**src/rtl/pipe_stage_buf_pkg.sv**
```systemverilog
// ---------------------------------------------------------------------------
// pipe_stage_buf_pkg
// Shared definitions for the inter-stage pipeline buffer.
//   PC_KERNEL       : kernel entry PC normally driven onto flush_pc
//   FWD_SRC_CALRES  : forward select code of the ALU/CAL result (field 0)
//   EXC_NONE/EXC_OV : exception codes (no exception / arithmetic overflow)
//   h_src_e         : which source the head register loads from
//   merge_exc       : exception merge rule applied when an entry is captured
//   pc_plus8        : link value offered to the forward mux
// The PC+8 forward code equals NFIELD and the memory-read code is any value
// above it; both depend on the instance parameters, so the top defines them.
// ---------------------------------------------------------------------------
package pipe_stage_buf_pkg;

  localparam logic [31:0] PC_KERNEL      = 32'h0000_4180;
  localparam int          FWD_SRC_CALRES = 0;
  localparam int          EXC_NONE       = 0;
  localparam int          EXC_OV         = 12;

  typedef enum logic [1:0] {
    H_SRC_NONE = 2'd0,
    H_SRC_SKID = 2'd1,
    H_SRC_IN   = 2'd2
  } h_src_e;

  // An exception raised by an earlier stage always wins over overflow.
  function automatic logic [31:0] merge_exc(input logic [31:0] exc,
                                            input logic        ovf,
                                            input logic        ovf_en,
                                            input logic [31:0] ovf_code);
    logic [31:0] res;
    res = 32'(EXC_NONE);
    if (exc != 32'(EXC_NONE))
      res = exc;
    else if (ovf_en && ovf)
      res = ovf_code;
    return res;
  endfunction

  function automatic logic [31:0] pc_plus8(input logic [31:0] pc);
    return pc + 32'd8;
  endfunction

endpackage

```
**src/rtl/pipe_stage_buf_entry.sv**
```systemverilog
// ---------------------------------------------------------------------------
// stage_entry_reg
// One pipeline entry (valid bit + PC, instruction, payload, exception, bd).
// Priority: reset > clear > load > kill.
//   clk, reset   : clock, synchronous active-high reset (clears everything)
//   i_clr        : squash entry; valid=0, pc=i_clr_pc, all other fields 0
//   i_clr_pc     : PC loaded by i_clr
//   i_load       : capture i_* fields, valid=1, exception merged on capture
//   i_kill       : drop valid only; stored fields hold
//   i_pc..i_bd   : entry fields to capture
//   o_valid..o_bd: stored entry
// ---------------------------------------------------------------------------
module stage_entry_reg
  import pipe_stage_buf_pkg::*;
#(
  parameter int NFIELD  = 2,
  parameter int EXC_W   = 5,
  parameter int OVF_EXC = EXC_OV,
  parameter int OVF_EN  = 1
) (
  input  logic                  clk,
  input  logic                  reset,
  input  logic                  i_clr,
  input  logic [31:0]           i_clr_pc,
  input  logic                  i_load,
  input  logic                  i_kill,
  input  logic [31:0]           i_pc,
  input  logic [31:0]           i_instr,
  input  logic [32*NFIELD-1:0]  i_data,
  input  logic [EXC_W-1:0]      i_exc,
  input  logic                  i_ovf,
  input  logic                  i_bd,
  output logic                  o_valid,
  output logic [31:0]           o_pc,
  output logic [31:0]           o_instr,
  output logic [32*NFIELD-1:0]  o_data,
  output logic [EXC_W-1:0]      o_exc,
  output logic                  o_bd
);

  logic                  r_valid;
  logic [31:0]           r_pc;
  logic [31:0]           r_instr;
  logic [32*NFIELD-1:0]  r_data;
  logic [EXC_W-1:0]      r_exc;
  logic                  r_bd;
  logic [31:0]           w_exc_merged;

  assign w_exc_merged = merge_exc(32'(i_exc), i_ovf, (OVF_EN != 0), 32'(OVF_EXC));

  always_ff @(posedge clk) begin
    if (reset) begin
      r_valid <= 1'b0;
      r_pc    <= '0;
      r_instr <= '0;
      r_data  <= '0;
      r_exc   <= '0;
      r_bd    <= 1'b0;
    end else if (i_clr) begin
      r_valid <= 1'b0;
      r_pc    <= i_clr_pc;
      r_instr <= '0;
      r_data  <= '0;
      r_exc   <= '0;
      r_bd    <= 1'b0;
    end else if (i_load) begin
      r_valid <= 1'b1;
      r_pc    <= i_pc;
      r_instr <= i_instr;
      r_data  <= i_data;
      r_exc   <= w_exc_merged[EXC_W-1:0];
      r_bd    <= i_bd;
    end else if (i_kill) begin
      r_valid <= 1'b0;
    end
  end

  assign o_valid = r_valid;
  assign o_pc    = r_pc;
  assign o_instr = r_instr;
  assign o_data  = r_data;
  assign o_exc   = r_exc;
  assign o_bd    = r_bd;

endmodule

```
**src/rtl/pipe_stage_buf.sv**
```systemverilog
// ---------------------------------------------------------------------------
// pipe_stage_buf
// Inter-stage pipeline register with valid/ready handshakes and a 2-entry
// skid buffer (head H, skid S). in_ready is a register output (!S.valid), so
// upstream never sees a combinational path from out_ready.
//   clk, reset            : clock, synchronous active-high reset
//   flush, flush_pc       : squash all entries, head PC <= flush_pc
//   in_valid/in_ready     : upstream handshake
//   in_pc..in_bd          : incoming entry (in_ovf merged into exc on capture)
//   out_valid/out_ready   : downstream handshake
//   out_pc..out_bd        : head entry
//   out_count             : stored entries (0..2)
//   fwd_sel/fwd_src       : forward mux for the hazard unit
//                           (k<NFIELD: field k, NFIELD: pc+8, else 0)
// ---------------------------------------------------------------------------
module pipe_stage_buf
  import pipe_stage_buf_pkg::*;
#(
  parameter int NFIELD  = 2,
  parameter int EXC_W   = 5,
  parameter int OVF_EXC = EXC_OV,
  parameter int OVF_EN  = 1,
  parameter int SEL_W   = 3
) (
  input  logic                  clk,
  input  logic                  reset,
  input  logic                  flush,
  input  logic [31:0]           flush_pc,
  input  logic                  in_valid,
  output logic                  in_ready,
  input  logic [31:0]           in_pc,
  input  logic [31:0]           in_instr,
  input  logic [32*NFIELD-1:0]  in_data,
  input  logic [EXC_W-1:0]      in_exc,
  input  logic                  in_ovf,
  input  logic                  in_bd,
  output logic                  out_valid,
  input  logic                  out_ready,
  output logic [31:0]           out_pc,
  output logic [31:0]           out_instr,
  output logic [32*NFIELD-1:0]  out_data,
  output logic [EXC_W-1:0]      out_exc,
  output logic                  out_bd,
  output logic [1:0]            out_count,
  input  logic [SEL_W-1:0]      fwd_sel,
  output logic [31:0]           fwd_src
);

  localparam int FWD_SRC_PC8 = NFIELD;

  // Head register outputs
  logic                  w_h_valid;
  logic [31:0]           w_h_pc;
  logic [31:0]           w_h_instr;
  logic [32*NFIELD-1:0]  w_h_data;
  logic [EXC_W-1:0]      w_h_exc;
  logic                  w_h_bd;

  // Skid register outputs
  logic                  w_s_valid;
  logic [31:0]           w_s_pc;
  logic [31:0]           w_s_instr;
  logic [32*NFIELD-1:0]  w_s_data;
  logic [EXC_W-1:0]      w_s_exc;
  logic                  w_s_bd;

  // Head load mux
  h_src_e                w_h_src;
  logic [31:0]           w_hn_pc;
  logic [31:0]           w_hn_instr;
  logic [32*NFIELD-1:0]  w_hn_data;
  logic [EXC_W-1:0]      w_hn_exc;
  logic                  w_hn_ovf;
  logic                  w_hn_bd;

  logic                  w_accept;
  logic                  w_adv;
  logic                  w_h_load;
  logic                  w_h_kill;
  logic                  w_s_load;
  logic                  w_s_kill;
  logic [31:0]           w_fwd;

  // Control: handshake and advance decisions
  assign in_ready = ~w_s_valid;
  assign w_accept = in_valid & in_ready & ~flush;
  assign w_adv    = ~w_h_valid | out_ready;

  assign w_h_load = w_adv & (w_s_valid | w_accept);
  assign w_h_kill = w_adv & ~w_s_valid & ~w_accept;
  // Skid captures when the head is stalled; the s_valid term keeps an input
  // arriving while S drains to H from being lost.
  assign w_s_load = w_accept & (~w_adv | w_s_valid);
  assign w_s_kill = w_adv & w_s_valid & ~w_accept;

  always_comb begin
    w_h_src = H_SRC_NONE;
    if (w_h_load)
      w_h_src = w_s_valid ? H_SRC_SKID : H_SRC_IN;
  end

  // Skid entries were already merged on capture, so ovf is forced low to
  // pass their exception code through unchanged.
  always_comb begin
    w_hn_pc    = in_pc;
    w_hn_instr = in_instr;
    w_hn_data  = in_data;
    w_hn_exc   = in_exc;
    w_hn_ovf   = in_ovf;
    w_hn_bd    = in_bd;
    if (w_h_src == H_SRC_SKID) begin
      w_hn_pc    = w_s_pc;
      w_hn_instr = w_s_instr;
      w_hn_data  = w_s_data;
      w_hn_exc   = w_s_exc;
      w_hn_ovf   = 1'b0;
      w_hn_bd    = w_s_bd;
    end
  end

  // Stage: head register
  stage_entry_reg #(
    .NFIELD  (NFIELD),
    .EXC_W   (EXC_W),
    .OVF_EXC (OVF_EXC),
    .OVF_EN  (OVF_EN)
  ) u_head (
    .clk      (clk),
    .reset    (reset),
    .i_clr    (flush),
    .i_clr_pc (flush_pc),
    .i_load   (w_h_src != H_SRC_NONE),
    .i_kill   (w_h_kill),
    .i_pc     (w_hn_pc),
    .i_instr  (w_hn_instr),
    .i_data   (w_hn_data),
    .i_exc    (w_hn_exc),
    .i_ovf    (w_hn_ovf),
    .i_bd     (w_hn_bd),
    .o_valid  (w_h_valid),
    .o_pc     (w_h_pc),
    .o_instr  (w_h_instr),
    .o_data   (w_h_data),
    .o_exc    (w_h_exc),
    .o_bd     (w_h_bd)
  );

  // Stage: skid register (flush clears it completely, PC included)
  stage_entry_reg #(
    .NFIELD  (NFIELD),
    .EXC_W   (EXC_W),
    .OVF_EXC (OVF_EXC),
    .OVF_EN  (OVF_EN)
  ) u_skid (
    .clk      (clk),
    .reset    (reset),
    .i_clr    (flush),
    .i_clr_pc (32'h0),
    .i_load   (w_s_load),
    .i_kill   (w_s_kill),
    .i_pc     (in_pc),
    .i_instr  (in_instr),
    .i_data   (in_data),
    .i_exc    (in_exc),
    .i_ovf    (in_ovf),
    .i_bd     (in_bd),
    .o_valid  (w_s_valid),
    .o_pc     (w_s_pc),
    .o_instr  (w_s_instr),
    .o_data   (w_s_data),
    .o_exc    (w_s_exc),
    .o_bd     (w_s_bd)
  );

  assign out_valid = w_h_valid;
  assign out_pc    = w_h_pc;
  assign out_instr = w_h_instr;
  assign out_data  = w_h_data;
  assign out_exc   = w_h_exc;
  assign out_bd    = w_h_bd;
  assign out_count = {1'b0, w_h_valid} + {1'b0, w_s_valid};

  // Forward mux: unused codes (memory read not yet available) return 0.
  always_comb begin
    w_fwd = 32'h0;
    for (int k = FWD_SRC_CALRES; k < NFIELD; k++) begin
      if (fwd_sel == SEL_W'(k))
        w_fwd = w_h_data[32*k +: 32];
    end
    if (fwd_sel == SEL_W'(FWD_SRC_PC8))
      w_fwd = pc_plus8(w_h_pc);
  end

  assign fwd_src = w_fwd;

endmodule

```
**config.mk**
```make
export PLATFORM = sky130hd
export DESIGN_NAME = pipe_stage_buf
export DESIGN_NICKNAME = d
export VERILOG_FILES = /design/src/rtl/pipe_stage_buf_pkg.sv /design/src/rtl/pipe_stage_buf_entry.sv /design/src/rtl/pipe_stage_buf.sv
export SDC_FILE = /design/constraint.sdc
export NUM_CORES = 1
export LEC_CHECK = 0
export CAP_MARGIN = 20
export CORE_MARGIN = 2
export CORE_UTILIZATION = 27
export CTS_BUF_LIST = sky130_fd_sc_hd__clkbuf_4 sky130_fd_sc_hd__clkbuf_8
export DETAILED_ROUTE_END_ITERATION = 10
export SKIP_CTS_REPAIR_TIMING = 1
export SLEW_MARGIN = 20
export SYNTH_ARGS = -nofsm -noshare
export SYNTH_HDL_FRONTEND = slang
export SYNTH_SLANG_ARGS = --single-unit
```
**constraint.sdc**
```tcl
create_clock -name clk -period 4.36 [get_ports clk]
set_input_delay 0.872 -clock clk [delete_from_list [all_inputs] [get_ports clk]]
set_output_delay 0.872 -clock clk [all_outputs]
set_load 0.01 [all_outputs]
```
### After elaboration in Yosys (flattened, before gate mapping)

Index checks and enable logic that the tools add are counted.

| word-level totals | value |
|---|---|
| bits in registers | 270 |
| output and inout port bits | 170 |

| cells by class | value |
|---|---|
| add/subtract/negate cells | 2 |
| equal/unequal tests | 3 |
| multiplexer cells | 21 |
| bitwise logic cells | 16 |
| reductions and logical operators | 8 |

Operator list:

| kind | number |
|---|---|
| 2-to-1 mux 32 bit | 7 |
| 2-to-1 mux 64 bit | 1 |
| adder 32 x 4 -> 32 bit, second input constant | 1 |
| 2-to-1 mux 5 bit | 3 |
| nonzero test 5 bit | 2 |
| AND 1 bit | 8 |
| 2-to-1 mux 4 bit | 2 |
| nonzero test 2 bit | 4 |
| 2-to-1 mux 1 bit | 6 |
| inverter 1 bit | 5 |
| 2-to-1 mux 2 bit | 2 |
| equality test 3 x 1 -> 1 bit, second input constant | 1 |
| equality test 3 x 2 -> 1 bit, second input constant | 1 |
| zero test 3 bit | 1 |
| bitwise OR 1 bit | 3 |
| adder 1 x 1 -> 2 bit | 1 |
| equality test 2 x 1 -> 1 bit, second input constant | 1 |
| OR reduction 2 bit | 1 |

### Longest topological paths before layout

| logic depth | value |
|---|---|
| word-level depth | 10 |
| gate-level depth with buffers | 8 |
| gate-level depth less buffers | 5 |

### Cells and area by module

From an unflattened synthesis, not the netlist that was laid out.

| unflattened totals | value |
|---|---|
| cells, all modules | 1,349 |
| area total of the unflattened synthesis | 13,611.8 um2 |

By module, submodules not included:

| module | instances | cells each | area each (um2) | sequential area each (um2) |
|---|---|---|---|---|
| stage_entry_reg | 2 | 478 | 5,286.3 | 2,702.6 |
| pipe_stage_buf | 1 | 393 | 3,039.2 | 0.0 |

### Worst setup path before layout

OpenSTA, ideal clock, no wires.

| timing path | value |
|---|---|
| kind | in2out |
| start point | input port fwd_sel[1] |
| end point | output port fwd_src[22] |
| arrival | 2.041 ns |
| slack | 1.447 ns |
| cell stages on the path | 7 |
| path buffers | 3 |
| cell sequence | buf_2 > nor2b_1 > clkbuf_1 > nand2_1 > clkbuf_1 > a211o_1 > and3_1 |

| on the way | value |
|---|---|
| word-level cells in the longest chain between the ends | 4 |
| elaborated cells on any way between the ends | 6 |
| those cells by class | eq/ne: 2; mux: 3; reduce/logical: 1 |

Ends and longest elaborated chain:

| item | RTL line | source |
|---|---|---|
| start, declared | pipe_stage_buf.sv:45 | `input logic [SEL_W-1:0] fwd_sel,` |
| zero test 3 bit | pipe_stage_buf.sv:187 | `if (fwd_sel == SEL_W'(k))` |
| 2-to-1 mux 32 bit (2 in series) | pipe_stage_buf.sv:187 |  |
| 2-to-1 mux 32 bit * | pipe_stage_buf.sv:190 | `if (fwd_sel == SEL_W'(FWD_SRC_PC8))` |
| end, declared | pipe_stage_buf.sv:46 | `output logic [31:0] fwd_src` |

Every way passes the cells marked *; elsewhere a longest branch is shown, timed or not.

### Worst setup path after layout

| timing path | value |
|---|---|
| start point | register u_head.r_pc[10] (netlist: u_head.o_pc[10]) |
| end point | output port fwd_src[27] |

| on the way | value |
|---|---|
| word-level cells in the longest chain between the ends | 2 |

Ends and longest elaborated chain:

| item | RTL line | source |
|---|---|---|
| start, declared | pipe_stage_buf_entry.sv:42 | `logic [31:0] r_pc;` |
| start signal, assigned | pipe_stage_buf_entry.sv:61 | `r_pc <= i_clr_pc;` |
| start signal, assigned | pipe_stage_buf_entry.sv:68 | `r_pc <= i_pc;` |
| adder 32 x 4 -> 32 bit | pipe_stage_buf_pkg.sv:41 | `return pc + 32'd8;` |
| 2-to-1 mux 32 bit | pipe_stage_buf.sv:190 |  |

Every way passes these cells.

==> flow_metrics.env <==
export IMPL_status="complete, no violations"
export IMPL_setup_worst_path_class="reg2out"
export IMPL_hold_path_endpoint="u_skid.o_pc[17]"
export IMPL_firstDrtPassIters=5
export IMPL_final_util=0.384
export IMPL_grt_use_total=0.210
export IMPL_rsz0062_at_grt="false"
export IMPL_grt_max_degree=109
export IMPL_startpoint_type="flip-flop"
export IMPL_synth_compound_area_frac=0.260
export IMPL_syn_to_final_growth_pct=41.3
export IMPL_cp_end_kind="output port"
export IMPL_clock_skew_ps=21.0
export IMPL_setup_violations=0
export IMPL_ys_seq_area_frac=0.451
export IMPL_yosys_area_share_adder=0.00209
export IMPL_netlist_area_sq_um=12000
export IMPL_max_slew_margin=0.369
export IMPL_fin_setup_tns_ps=0
export IMPL_layout_commonest_cell="nand2_1"
export IMPL_ys_flop_type="dfxtp_1"
export IMPL_p_total_mw=5.85
export IMPL_synth_async_reset_ratio=0
export IMPL_die_w_um=215
export IMPL_place_hpwl_um=35400
export IMPL_power_density_nw_per_um2=346
export IMPL_die_area_sq_um=46100
export IMPL_timing_rr_start="u_skid.o_valid"
export IMPL_min_period_ps=4120
export IMPL_drc=0
export IMPL_cts_sinks=270
export IMPL_die_height_um=215
export IMPL_postSynthCellCount=1527
export IMPL_syn_nets=1704
export IMPL_drv_slew=0
export IMPL_port_buffers=344
export IMPL_worst_path_max_fanout=14
export IMPL_cts_buffers=49
export IMPL_max_cap_violations=0
export IMPL_cpMaxStageDelayCell="clkdlybuf4s50_1"
export IMPL_critPathMaxStageDelay_ps=580
export IMPL_wirelength_um=50700
export IMPL_crit_chain="and4_1 > nand4_4 > or4_1 > a31oi_1 > clkdlybuf4s50_1"
export IMPL_fmax_mhz=243
export IMPL_crit_required_ps=3490
export IMPL_vias_per_cell=5.27
export IMPL_p_leak_nw=5.51
export IMPL_htreeDepth=2
export IMPL_gp_congestion=0.889
export IMPL_worst_slack_ps=245
export IMPL_postRouteAntennaNets=0
export IMPL_worstHoldPathType="reg2reg"
export IMPL_yosys_warnings=0
export IMPL_num_fill_cells=4540
export IMPL_synth_xor_area_frac=0.00658
export IMPL_synth_edf_count=0
export IMPL_antenna_found_initial=9
export IMPL_finalNetCount=1982
export IMPL_coreArea_sq_um=44000
export IMPL_muxShareOfSynthArea=0.00752
export IMPL_grt_pass1_wl_um=75200
export IMPL_syn_avg_cell_area_sq_um=7.84
export IMPL_cts_max_path_buffers=3
export IMPL_post_route_period_util=0.944
export IMPL_dp_slack_ps=445
export IMPL_ir_worst_vdd_mv=0.218
export IMPL_critPathArrivalTime_ps=3240
export IMPL_gr_total_overflow=0
export IMPL_worst_pin_slew_ps=946
export IMPL_insertion_delay_ps=620
export IMPL_synth_top_family_by_area="compound AO/OA/AOI/OAI gates"
export IMPL_worst_r2r_setup_slack_ps=1680
export IMPL_layout_common_cells="nand2_1 (419), clkdlybuf4s50_1 (343), dfxtp_1 (270)"
export IMPL_worst_r2r_endpoint="u_head.o_pc[3]"
export IMPL_wire_per_inst_um=20.8
export IMPL_r2r_cells=5
export IMPL_rows=77
export IMPL_final_hold_violation_count=0
export IMPL_synth_simple_gate_area_frac=0.215
export IMPL_min_delay_path_depth=2
export IMPL_ios=345
export IMPL_cts_root_buf="clkbuf_8"
export IMPL_start_util=0.272
export IMPL_vias=12800
export IMPL_cts_clk_slew_worst_paths_ps=60
export IMPL_min_from="u_skid.o_pc[17]"
export IMPL_synth_cell_types=55
export IMPL_synth_seq_cells=270
export IMPL_first_iter_violations=1305
export IMPL_grt_pass1_vias=12100
export IMPL_drive_gt1_frac=0.0745
export IMPL_tritoncts="done"
report_power, final:
part | internal (mW) | total (mW) | leakage, nW | switching, mW
logic | 0.344 | 0.684 | 2.77 | 0.339
clock network | 1.47 | 2.57 | 0.553 | 1.10
registers | 2.52 | 2.59 | 2.19 | 0.0738
cell usage after synthesis, drive strengths merged, types with 6 or more instances:
library cell | n | share of area
nand3 | 11 | 0.0056
or3 | 8 | 0.0042
o32ai | 31 | 0.023
o221ai | 97 | 0.071
and3 | 40 | 0.021
o21bai | 7 | 0.0044
xor2 | 6 | 0.0044
o21ai | 17 | 0.0071
nand4 | 11 | 0.0075
a31oi | 6 | 0.0031
dfxtp | 270 | 0.45
o31a | 10 | 0.0073
clkbuf | 95 | 0.030
a21oi | 256 | 0.11
and2 | 9 | 0.0047
nand2 | 419 | 0.13
a211oi | 36 | 0.023
mux2i | 9 | 0.0075
buf | 57 | 0.026
nor2 | 73 | 0.023
final cells by class:
cell class,count,area (sq um),share of cell area
sequential,270,5410,0.319
antenna,6,15.0,0.000887
clock buffer,75,932,0.0551
timing repair buffer,379,3790,0.224
clock inverter,9,109,0.00643
multi-input combinational,1100,5910,0.349
tap,592,741,0.0438
inverter,5,21.3,0.00126
kinds of logic (layout without fill, tap and decap cells):
family	count (synthesis)	count (layout)
buffers and inverters	157	468
DFF	270	270
and+or+nand+nor	598	598
AOI/OAI and AO/OA	482	482
other	0	6
adders and majority gates	2	2
xor gates and xnor gates	9	9
muxes	9	9
routing by layer:
metal	share of wire	global-route usage	up-vias	wire length [um]
met5	0.00085	0	-	43
met4	0.028	0.0641	6	1410
met3	0.095	0.0692	91	4840
met2	0.45	0.333	556	23000
met1	0.42	0.270	6183	21500
li1	-	-	6006	-
worst max-delay path: cells and delay by family, from the launching register on:
kind            cells  cell delay [ps]
flops               1              480
compound gates      1              240
buf+inv             1              580
simple gates        3             1310
how the worst max path moves through the flow:
stage | to | startpoint | cells past startpoint
after floorplan | fwd_src[22] | fwd_sel[1] | 7
after global placement | fwd_src[19] | fwd_sel[0] | 6
after detailed placement | fwd_src[19] | fwd_sel[0] | 6
after CTS | fwd_src[27] | u_head.o_pc[5] | 5
after global routing | fwd_src[27] | u_head.o_pc[5] | 5
final | fwd_src[27] | u_head.o_pc[10] | 5
stage by stage:
step / hold WS [ps] / cell area (sq um) / std cells
2_1_floorplan: 431 / 12000 / 1527
3_3_place_gp: 437 / 15900 / 2346
3_5_place_dp: 442 / 15900 / 2346
4_1_cts: 450 / 16900 / 2430
5_1_grt: 465 / 16900 / 2432
6_report: 449 / 16900 / 2436
sequential cells by signal, indices dropped and copies added (netlist names):
name,cells
u_skid.o_exc,5
u_skid.o_valid,1
u_skid.o_data,64
u_head.o_exc,5
u_head.o_valid,1
u_head.o_data,64
u_skid.o_bd,1
u_head.o_bd,1
u_head.o_instr,32
u_skid.o_instr,32
u_head.o_pc,32
u_skid.o_pc,32
(Power assumes the default switching activity.)
